`config.mk`:
```
export PLATFORM = sky130hd
export DESIGN_NAME = decode_stage_controller
export DESIGN_NICKNAME = d
export VERILOG_FILES = /design/src/rtl/decode_stage_controller_pkg.sv /design/src/rtl/decode_stage_controller_imm_format_decoder.sv /design/src/rtl/decode_stage_controller.sv
export SDC_FILE = /design/constraint.sdc
export NUM_CORES = 1
export LEC_CHECK = 0
export BUFFER_PORTS_ARGS = -buffer_cell sky130_fd_sc_hd__clkbuf_2
export CAP_MARGIN = 20
export CORE_MARGIN = 5
export CORE_UTILIZATION = 55
export CTS_BUF_LIST = sky130_fd_sc_hd__clkbuf_4
export CTS_CLUSTER_DIAMETER = 80
export DETAILED_ROUTE_END_ITERATION = 7
export PLACE_DENSITY = 0.81
export SLEW_MARGIN = 20
export SYNTH_ARGS = -nofsm -noshare
export SYNTH_HDL_FRONTEND = slang
export SYNTH_HIERARCHICAL = 1
export SYNTH_SLANG_ARGS = --single-unit
```
`constraint.sdc`:
```
create_clock -name CLK -period 11.2 [get_ports CLK]
set_input_delay 2.24 -clock CLK [delete_from_list [all_inputs] [get_ports CLK]]
set_output_delay 2.24 -clock CLK [all_outputs]
set_load 0.005 [all_outputs]
```
`src/rtl/decode_stage_controller_pkg.sv`:
```
// Shared decode constants: RV64IM major opcodes, immediate-format codes and
// the buffer state encoding used by the decode stage and immediate extractor.
package decode_stage_controller_pkg;

  localparam logic [6:0] OP_LOAD      = 7'b0000011;
  localparam logic [6:0] OP_OP_IMM    = 7'b0010011;
  localparam logic [6:0] OP_OP_IMM_32 = 7'b0011011;
  localparam logic [6:0] OP_JALR      = 7'b1100111;
  localparam logic [6:0] OP_SYSTEM    = 7'b1110011;
  localparam logic [6:0] OP_LUI       = 7'b0110111;
  localparam logic [6:0] OP_AUIPC     = 7'b0010111;
  localparam logic [6:0] OP_STORE     = 7'b0100011;
  localparam logic [6:0] OP_BRANCH    = 7'b1100011;
  localparam logic [6:0] OP_JAL       = 7'b1101111;
  localparam logic [6:0] OP_OP        = 7'b0110011;
  localparam logic [6:0] OP_OP_32     = 7'b0111011;
  localparam logic [6:0] OP_MISC_MEM  = 7'b0001111;

  // Immediate-format codes shared with the immediate extractor
  typedef enum logic [2:0] {
    IMM_NONE = 3'd0,
    IMM_I    = 3'd1,
    IMM_U    = 3'd2,
    IMM_S    = 3'd3,
    IMM_B    = 3'd4,
    IMM_UJ   = 3'd5
  } imm_sel_e;

  // Occupancy of the two-entry skid buffer
  typedef enum logic [1:0] {
    ST_EMPTY = 2'd0,
    ST_ONE   = 2'd1,
    ST_FULL  = 2'd2
  } buf_state_e;

endpackage

```
`src/rtl/decode_stage_controller_imm_format_decoder.sv`:
```
// Combinational opcode classifier: immediate format and legality (RV64IM).
module imm_format_decoder
  import decode_stage_controller_pkg::*;
(
  input  logic [6:0] opcode,
  output logic [2:0] imm_sel,
  output logic       illegal
);

  // Map the major opcode to its immediate format; unknown opcodes are illegal
  always_comb begin
    imm_sel = IMM_NONE;
    illegal = 1'b0;
    case (opcode)
      OP_LOAD, OP_OP_IMM, OP_OP_IMM_32, OP_JALR, OP_SYSTEM: imm_sel = IMM_I;
      OP_LUI, OP_AUIPC:                                      imm_sel = IMM_U;
      OP_STORE:                                              imm_sel = IMM_S;
      OP_BRANCH:                                             imm_sel = IMM_B;
      OP_JAL:                                                imm_sel = IMM_UJ;
      OP_OP, OP_OP_32, OP_MISC_MEM:                          imm_sel = IMM_NONE;
      default:                                               illegal = 1'b1;
    endcase
  end

endmodule

```
`src/rtl/decode_stage_controller.sv`:
```
// Decode stage controller: two-entry skid buffer between fetch and execute.
// Instructions are classified on entry; the stored classification is
// presented alongside the head instruction from registers.
module decode_stage_controller
  import decode_stage_controller_pkg::*;
#(
  parameter int unsigned PC_WIDTH = 64
) (
  input  logic                CLK,
  input  logic                RESET,
  input  logic                IN_VALID,
  output logic                IN_READY,
  input  logic [31:0]         IN_INSTRUCTION,
  input  logic [PC_WIDTH-1:0] IN_PC,
  input  logic                FLUSH,
  output logic                OUT_VALID,
  input  logic                OUT_READY,
  output logic [31:0]         OUT_INSTRUCTION,
  output logic [PC_WIDTH-1:0] OUT_PC,
  output logic [2:0]          IMM_SEL,
  output logic                ILLEGAL
);

  buf_state_e          state;
  logic                in_ready_q;
  logic                out_valid_q;

  logic [31:0]         head_instr;
  logic [PC_WIDTH-1:0] head_pc;
  logic [2:0]          head_imm_sel;
  logic                head_illegal;

  logic [31:0]         skid_instr;
  logic [PC_WIDTH-1:0] skid_pc;
  logic [2:0]          skid_imm_sel;
  logic                skid_illegal;

  logic [2:0]          dec_imm_sel;
  logic                dec_illegal;
  logic                xfer_in;
  logic                xfer_out;

  imm_format_decoder u_imm_format_decoder (
    .opcode  (IN_INSTRUCTION[6:0]),
    .imm_sel (dec_imm_sel),
    .illegal (dec_illegal)
  );

  assign xfer_in  = IN_VALID & in_ready_q;
  assign xfer_out = out_valid_q & OUT_READY;

  // Buffer FSM: occupancy, handshake flags and head/skid data registers
  always_ff @(posedge CLK) begin
    if (RESET) begin
      state        <= ST_EMPTY;
      in_ready_q   <= 1'b1;
      out_valid_q  <= 1'b0;
      head_instr   <= '0;
      head_pc      <= '0;
      head_imm_sel <= IMM_NONE;
      head_illegal <= 1'b0;
    end else if (FLUSH) begin
      // A head transfer in this cycle already completed downstream
      state       <= ST_EMPTY;
      in_ready_q  <= 1'b1;
      out_valid_q <= 1'b0;
    end else begin
      case (state)
        ST_EMPTY: begin
          if (xfer_in) begin
            head_instr   <= IN_INSTRUCTION;
            head_pc      <= IN_PC;
            head_imm_sel <= dec_imm_sel;
            head_illegal <= dec_illegal;
            out_valid_q  <= 1'b1;
            state        <= ST_ONE;
          end
        end
        ST_ONE: begin
          if (xfer_in && !xfer_out) begin
            skid_instr   <= IN_INSTRUCTION;
            skid_pc      <= IN_PC;
            skid_imm_sel <= dec_imm_sel;
            skid_illegal <= dec_illegal;
            in_ready_q   <= 1'b0;
            state        <= ST_FULL;
          end else if (xfer_in && xfer_out) begin
            head_instr   <= IN_INSTRUCTION;
            head_pc      <= IN_PC;
            head_imm_sel <= dec_imm_sel;
            head_illegal <= dec_illegal;
          end else if (xfer_out) begin
            out_valid_q <= 1'b0;
            state       <= ST_EMPTY;
          end
        end
        ST_FULL: begin
          if (xfer_out) begin
            head_instr   <= skid_instr;
            head_pc      <= skid_pc;
            head_imm_sel <= skid_imm_sel;
            head_illegal <= skid_illegal;
            in_ready_q   <= 1'b1;
            state        <= ST_ONE;
          end
        end
        default: begin
          state       <= ST_EMPTY;
          in_ready_q  <= 1'b1;
          out_valid_q <= 1'b0;
        end
      endcase
    end
  end

  assign IN_READY        = in_ready_q;
  assign OUT_VALID       = out_valid_q;
  assign OUT_INSTRUCTION = head_instr;
  assign OUT_PC          = head_pc;
  assign IMM_SEL         = head_imm_sel;
  assign ILLEGAL         = head_illegal;

endmodule

```
Yosys cells after proc, flatten, opt, wreduce, memory -nomap -nowiden
Index checks and enable logic that the tools add are counted.

Flip-flop bits (word level): 204. Input bits: 101. Output and inout port bits: 102. Word-level logic and storage cells: 91.

Eq/ne operators: 24. Muxes and demuxes: 36. Bitwise operators: 6. Reduce and logical (&&, ||, !) cells: 14.

Operator list (number): 64-bit 2-to-1 mux (4); 64-bit one-hot mux with 3 select lines (1); 32-bit 2-to-1 mux (4); 32-bit one-hot mux with 3 select lines (1); 7-bit by 6-bit equality test with 1-bit output, second input constant (4); 7-bit equality test, second input constant (4); 7-bit by 5-bit equality test with 1-bit output, second input constant (3); 3-bit one-hot mux with 5 select lines (1); 2-bit inequality test, second input constant (7); 13-bit OR reduction (1); 3-bit 2-to-1 mux (4); 1-bit 2-to-1 mux (11); 2-bit 2-to-1 mux (5); 1-bit one-hot mux with 3 select lines (3); 3-bit one-hot mux with 3 select lines (1); 4-bit AND reduction (2); 7-bit by 2-bit equality test with 1-bit output, second input constant (1); 7-bit by 4-bit equality test with 1-bit output, second input constant (1); 3-bit inequality test, second input constant (2); 2-bit one-hot mux with 3 select lines (1); 6-bit AND reduction (1); 5-bit AND reduction (1); 5-bit OR reduction (1); 1-bit NOT (4); 9 further kinds (12).

Logic depth before layout (Yosys ltp)
Word-level depth: 6. Depth in mapped cells: 6. Depth with buffers taken out: 5.

By module
Netlist, hierarchy kept.

Modules (own cells, without submodules): decode_stage_controller (instances 1, cells an instance 597, area each 8559.5 µm², seq. area each 5084.9 µm²); imm_format_decoder (instances 1, cells an instance 22, area each 151.4 µm², seq. area each 0.0 µm²).

Least setup slack after synthesis
Ideal clock, no wire load.

Path type: input port to flip-flop. Start point: in OUT_READY. End point: reg skid_illegal, enable pin. Setup time: 0.471 ns. Arrival: 4.897 ns. Required time: 10.729 ns. Path slack: 5.833 ns. Stages: 3. Buffers on the path: 0. Cell sequence: nand2_1 -> and4b_1 -> and3_1.

Word-level cells in the longest chain between the ends: 4.

RTL lines: from (decl) (RTL line decode_stage_controller.sv:17) `input logic OUT_READY,`; 1-bit bitwise AND (RTL line decode_stage_controller.sv:50) `assign xfer_out = out_valid_q & OUT_READY;`; 1-bit zero test (RTL line decode_stage_controller.sv:80) `if (xfer_in && !xfer_out) begin`; 1-bit logical AND (RTL line decode_stage_controller.sv:80); 4-bit AND reduction (no line); to (signal assigned) (RTL line decode_stage_controller.sv:84) `skid_illegal <= dec_illegal;`; to (decl) (RTL line decode_stage_controller.sv:36) `logic skid_illegal;`.

No other way between the ends. A chain may end at the register's enable or synchronous reset.

Worst setup path in the final report
Start point: in RESET. End point: reg skid_instr[31], enable pin.

Word-level cells in the longest chain between the ends: 2.

RTL lines: from (decl) (RTL line decode_stage_controller.sv:10) `input logic RESET,`; 1-bit NOT (no line); 4-bit AND reduction (no line); to (signal assigned) (RTL line decode_stage_controller.sv:81) `skid_instr <= IN_INSTRUCTION;`; to (decl) (RTL line decode_stage_controller.sv:33) `logic [31:0] skid_instr;`.

No other way between the ends.

==> run_results.csv <==
group,metric,value,unit
outcome,status,"finished clean",
timing,setup_slack,7.10,ns
drt,drt.antenna.violating_nets,0,
drt,drcViolationCount,0,
clock_network,cts_buf_count,51,
worst_setup_path,worstPathCellList,"buf_6 -> nor2_1 -> and3_4 -> buf_4",
worst_setup_path,critical_path.n_buffers_inverters,2,
finish,fin_cells,1070,
power_and_ir_drop,vdd.ir_drop.worst,0.0943,mV
floorplan,core.rowCount,46,
global_route,grt_antenna_before_repair,0,
floorplan,die_h,136,µm
logic_synthesis,yosys_most_used_dff,"sky130_fd_sc_hd__dfxtp_1",
clock_network,h-tree-depth,2,
finish,fill_count,1218,
drt,firstDrtPassIters,5,
global_route,first_pass_grt_wire_length,31400,µm
clock_network,clockBufferDepth,3,
drt,wl,19700,µm
worst_setup_path,critPathCaptureType,"flip-flop",
min_path,holdCritPathClass,"reg -> reg",
min_path,worstHoldPathCells,2,
worst_setup_path,crit_slowest_cell,"sky130_fd_sc_hd__buf_4",
worst_setup_path,crit_path_max_fanout,101,
place,detailed_placement_hpwl,12800,µm
logic_synthesis,synth.distinct_cells,38,
power_and_ir_drop,leakage,0.00362,µW
timing,transition_time_at_the_pin_with_the_least_slew_margin,0.867,ns
drt,vias_per_instance,5.69,
clock_network,clockRootBuffer,"sky130_fd_sc_hd__clkbuf_4",
clock_network,cts_resized,0,
logic_synthesis,synthTopCellsByArea,"sky130_fd_sc_hd__edfxtp_1 34%, sky130_fd_sc_hd__dfxtp_1 24%, sky130_fd_sc_hd__mux2i_1 11%",
logic_synthesis,post_synthesis_net_count,720,
clock_network,clock_transition_at_path_regs,0.06,ns
drt,drtIter0Drc,350,
logic_synthesis,synth_most_common_cell,"sky130_fd_sc_hd__dfxtp_1",
timing,post-route-period-util,0.366,
timing,timing.max_slew.rel_slack,0.422,
logic_synthesis,ys_top_cells_by_count,"104 x sky130_fd_sc_hd__dfxtp_1, 100 x sky130_fd_sc_hd__a21oi_2, 100 x sky130_fd_sc_hd__a311oi_1, 100 x sky130_fd_sc_hd__edfxtp_1, 100 x sky130_fd_sc_hd__mux2i_1",
timing,grt_setup_unrepaired,"no",
worst_setup_path,critPathMaxStageDelay,0.71,ns
floorplan,num_io_pins,203,
global_route,via_count_of_the_first_global_routing_pass,6334,
timing,final-hold-violation-count,0,
worst_setup_path,crit_path_start_kind,"input pin",
place,buffer_ports.inserted,202,
place,gp_routability_congestion,0.818,
floorplan,design.die.area,18500,µm²
drt,drt-wirelength-per-cell,18.4,µm
finish,drive_gt1_frac,0.463,
timing,fin_setup_tns,0,ns
finish,final_core_util,0.649,
worst_setup_path,critical_path_s_top_delay_family,"buffers and inverters",
logic_synthesis,synth.yosys.warnings,6,
worst_setup_path,worst_ep_required_time,11.44,ns
logic_synthesis,synth.largest_area_cell,"sky130_fd_sc_hd__edfxtp_1",
floorplan,fp.coreArea,15700,µm²
finish,finalNetCount,916,
timing,top_achievable_clock_speed,244,MHz
logic_synthesis,syn_area_per_cell,14.1,µm²
power_and_ir_drop,design_power_total,1640,µW
timing,finalSetupViolations,0,
timing,finalClockSkew,0.0295,ns
global_route,grt_overflow,0,
worst_setup_path,setup.worst_path.class,"in -> reg",
logic_synthesis,synth_edf_count,100,
worst_setup_path,cp.arrival,4.34,ns
floorplan,die_w,136,µm
floorplan,starting_density_of_the_core,0.554,
logic_synthesis,yosys_register_bits,204,
timing,maxSlewViolCount,0,
place,place_ws,6.25,ns
finish,layout_stage_area_growth_over_the_synthesis_result,17.1,%
logic_synthesis,fraction_of_registers_with_async_set_reset,0,
logic_synthesis,synth_top_area_frac,0.345,
clock_network,cts_setup_buffers,0,
job,drv.max_cap_violation_count,0,
finish,antenna_diode_count,0,
logic_synthesis,post_synth_inst_count,619,
logic_synthesis,post_synth_instance_area,8710,µm²
power_and_ir_drop,power-per-cell-area,161,nW/µm²
timing,final_period_demand_of_the_worst_path,4.10,ns
worst_setup_path,crit_path_depth,4,
clock_network,tritoncts_clock_tree,"done",
global_route,grt_max_degree,102,
worst_setup_path,reg2reg_depth,6,
place,place.detailed.instances,978,
clock_network,cts_sinks,204,
drt,detailroute.via_count,6087,
logic_synthesis,ys_seq_area_frac,0.584,
clock_network,cts.hold.buffers_added,0,
clock_network,clock_latency,0.62,ns
global_route,track_usage,0.209,
[kinds of logic after synthesis]
family,after synthesis,synth area share
AO/OA/AOI/OAI,215,0.213
flip-flops,204,0.584
multiplexers,100,0.115
buffers and inverters,69,0.0664
AND/OR/NAND/NOR,30,0.0210
XOR/XNOR,1,0.00101
[tightest hold or removal path, stage by stage (launching register included)]
cell                       delay, ns
sky130_fd_sc_hd__dfxtp_1        0.31
sky130_fd_sc_hd__a21oi_2        0.09
sky130_fd_sc_hd__a311oi_1       0.05
[where the power goes]
group          total [µW]  internal (µW)  switching (µW)  leakage [µW]
sequential            836            813            22.6       0.00175
clock                 621            339             281      0.000396
combinational         184           79.2             105       0.00147
[cells in the final DEF, fill, tap and decap left out, types with 2 or more instances in the layout]
cell type,count
sky130_fd_sc_hd__clkbuf_2,201
sky130_fd_sc_hd__dfxtp_1,104
sky130_fd_sc_hd__nor3_1,2
sky130_fd_sc_hd__a311oi_1,100
sky130_fd_sc_hd__buf_4,6
sky130_fd_sc_hd__a21oi_2,100
sky130_fd_sc_hd__clkbuf_4,78
sky130_fd_sc_hd__nor2_1,7
sky130_fd_sc_hd__o21a_1,2
sky130_fd_sc_hd__o21ai_0,2
sky130_fd_sc_hd__clkinv_1,12
sky130_fd_sc_hd__a21oi_1,5
sky130_fd_sc_hd__nand4b_1,2
sky130_fd_sc_hd__nand2_1,5
sky130_fd_sc_hd__buf_6,2
sky130_fd_sc_hd__mux2i_1,100
sky130_fd_sc_hd__nand2b_1,2
sky130_fd_sc_hd__and3b_1,2
sky130_fd_sc_hd__edfxtp_1,100
sky130_fd_sc_hd__o21ai_1,2
[per-stage QoR]
| step | hold slack [ns] | instance area [µm²] |
|---|---|---|
| after floorplan | 0.496 | 8710 |
| after global placement | 0.495 | 9500 |
| after detailed placement | 0.500 | 9530 |
| after CTS | 0.508 | 10200 |
| after global routing | 0.529 | 10200 |
| final | 0.505 | 10200 |
[registers in the layout, summed over array words and instances (netlist names)]
name             flops
skid_imm_sel         3
IN_READY             1
skid_instr          32
state                2
IMM_SEL              3
OUT_INSTRUCTION     32
skid_pc             64
OUT_VALID            1
OUT_PC              64
ILLEGAL              1
skid_illegal         1
[worst paths after layout]
check             start                  end  slack (ns)
max reg2reg    IN_READY  OUT_INSTRUCTION[26]        8.47
min reg2reg  OUT_PC[14]           OUT_PC[14]        0.50
max               RESET       skid_instr[31]        7.10
min          OUT_PC[14]           OUT_PC[14]        0.50
[layout make-up]
type                    instances  area (µm²)  area share
repair buffers                210        1100       0.108
flip-flops and latches        204        5080       0.499
inverters                       2        15.0     0.00147
clock inverters                14        78.8     0.00773
clock buffers                  78         586      0.0574
well taps                     216         270      0.0265
multi-input cells             346        3060       0.300
[metal layers]
metal	vias to the layer above	share of wire	track usage
met4	0	0.029	0.0974
met3	41	0.073	0.0540
met2	228	0.49	0.346
met5	-	0	0
li1	2904	-	-
met1	2914	0.40	0.259
Power figures use the tool's default switching activity.
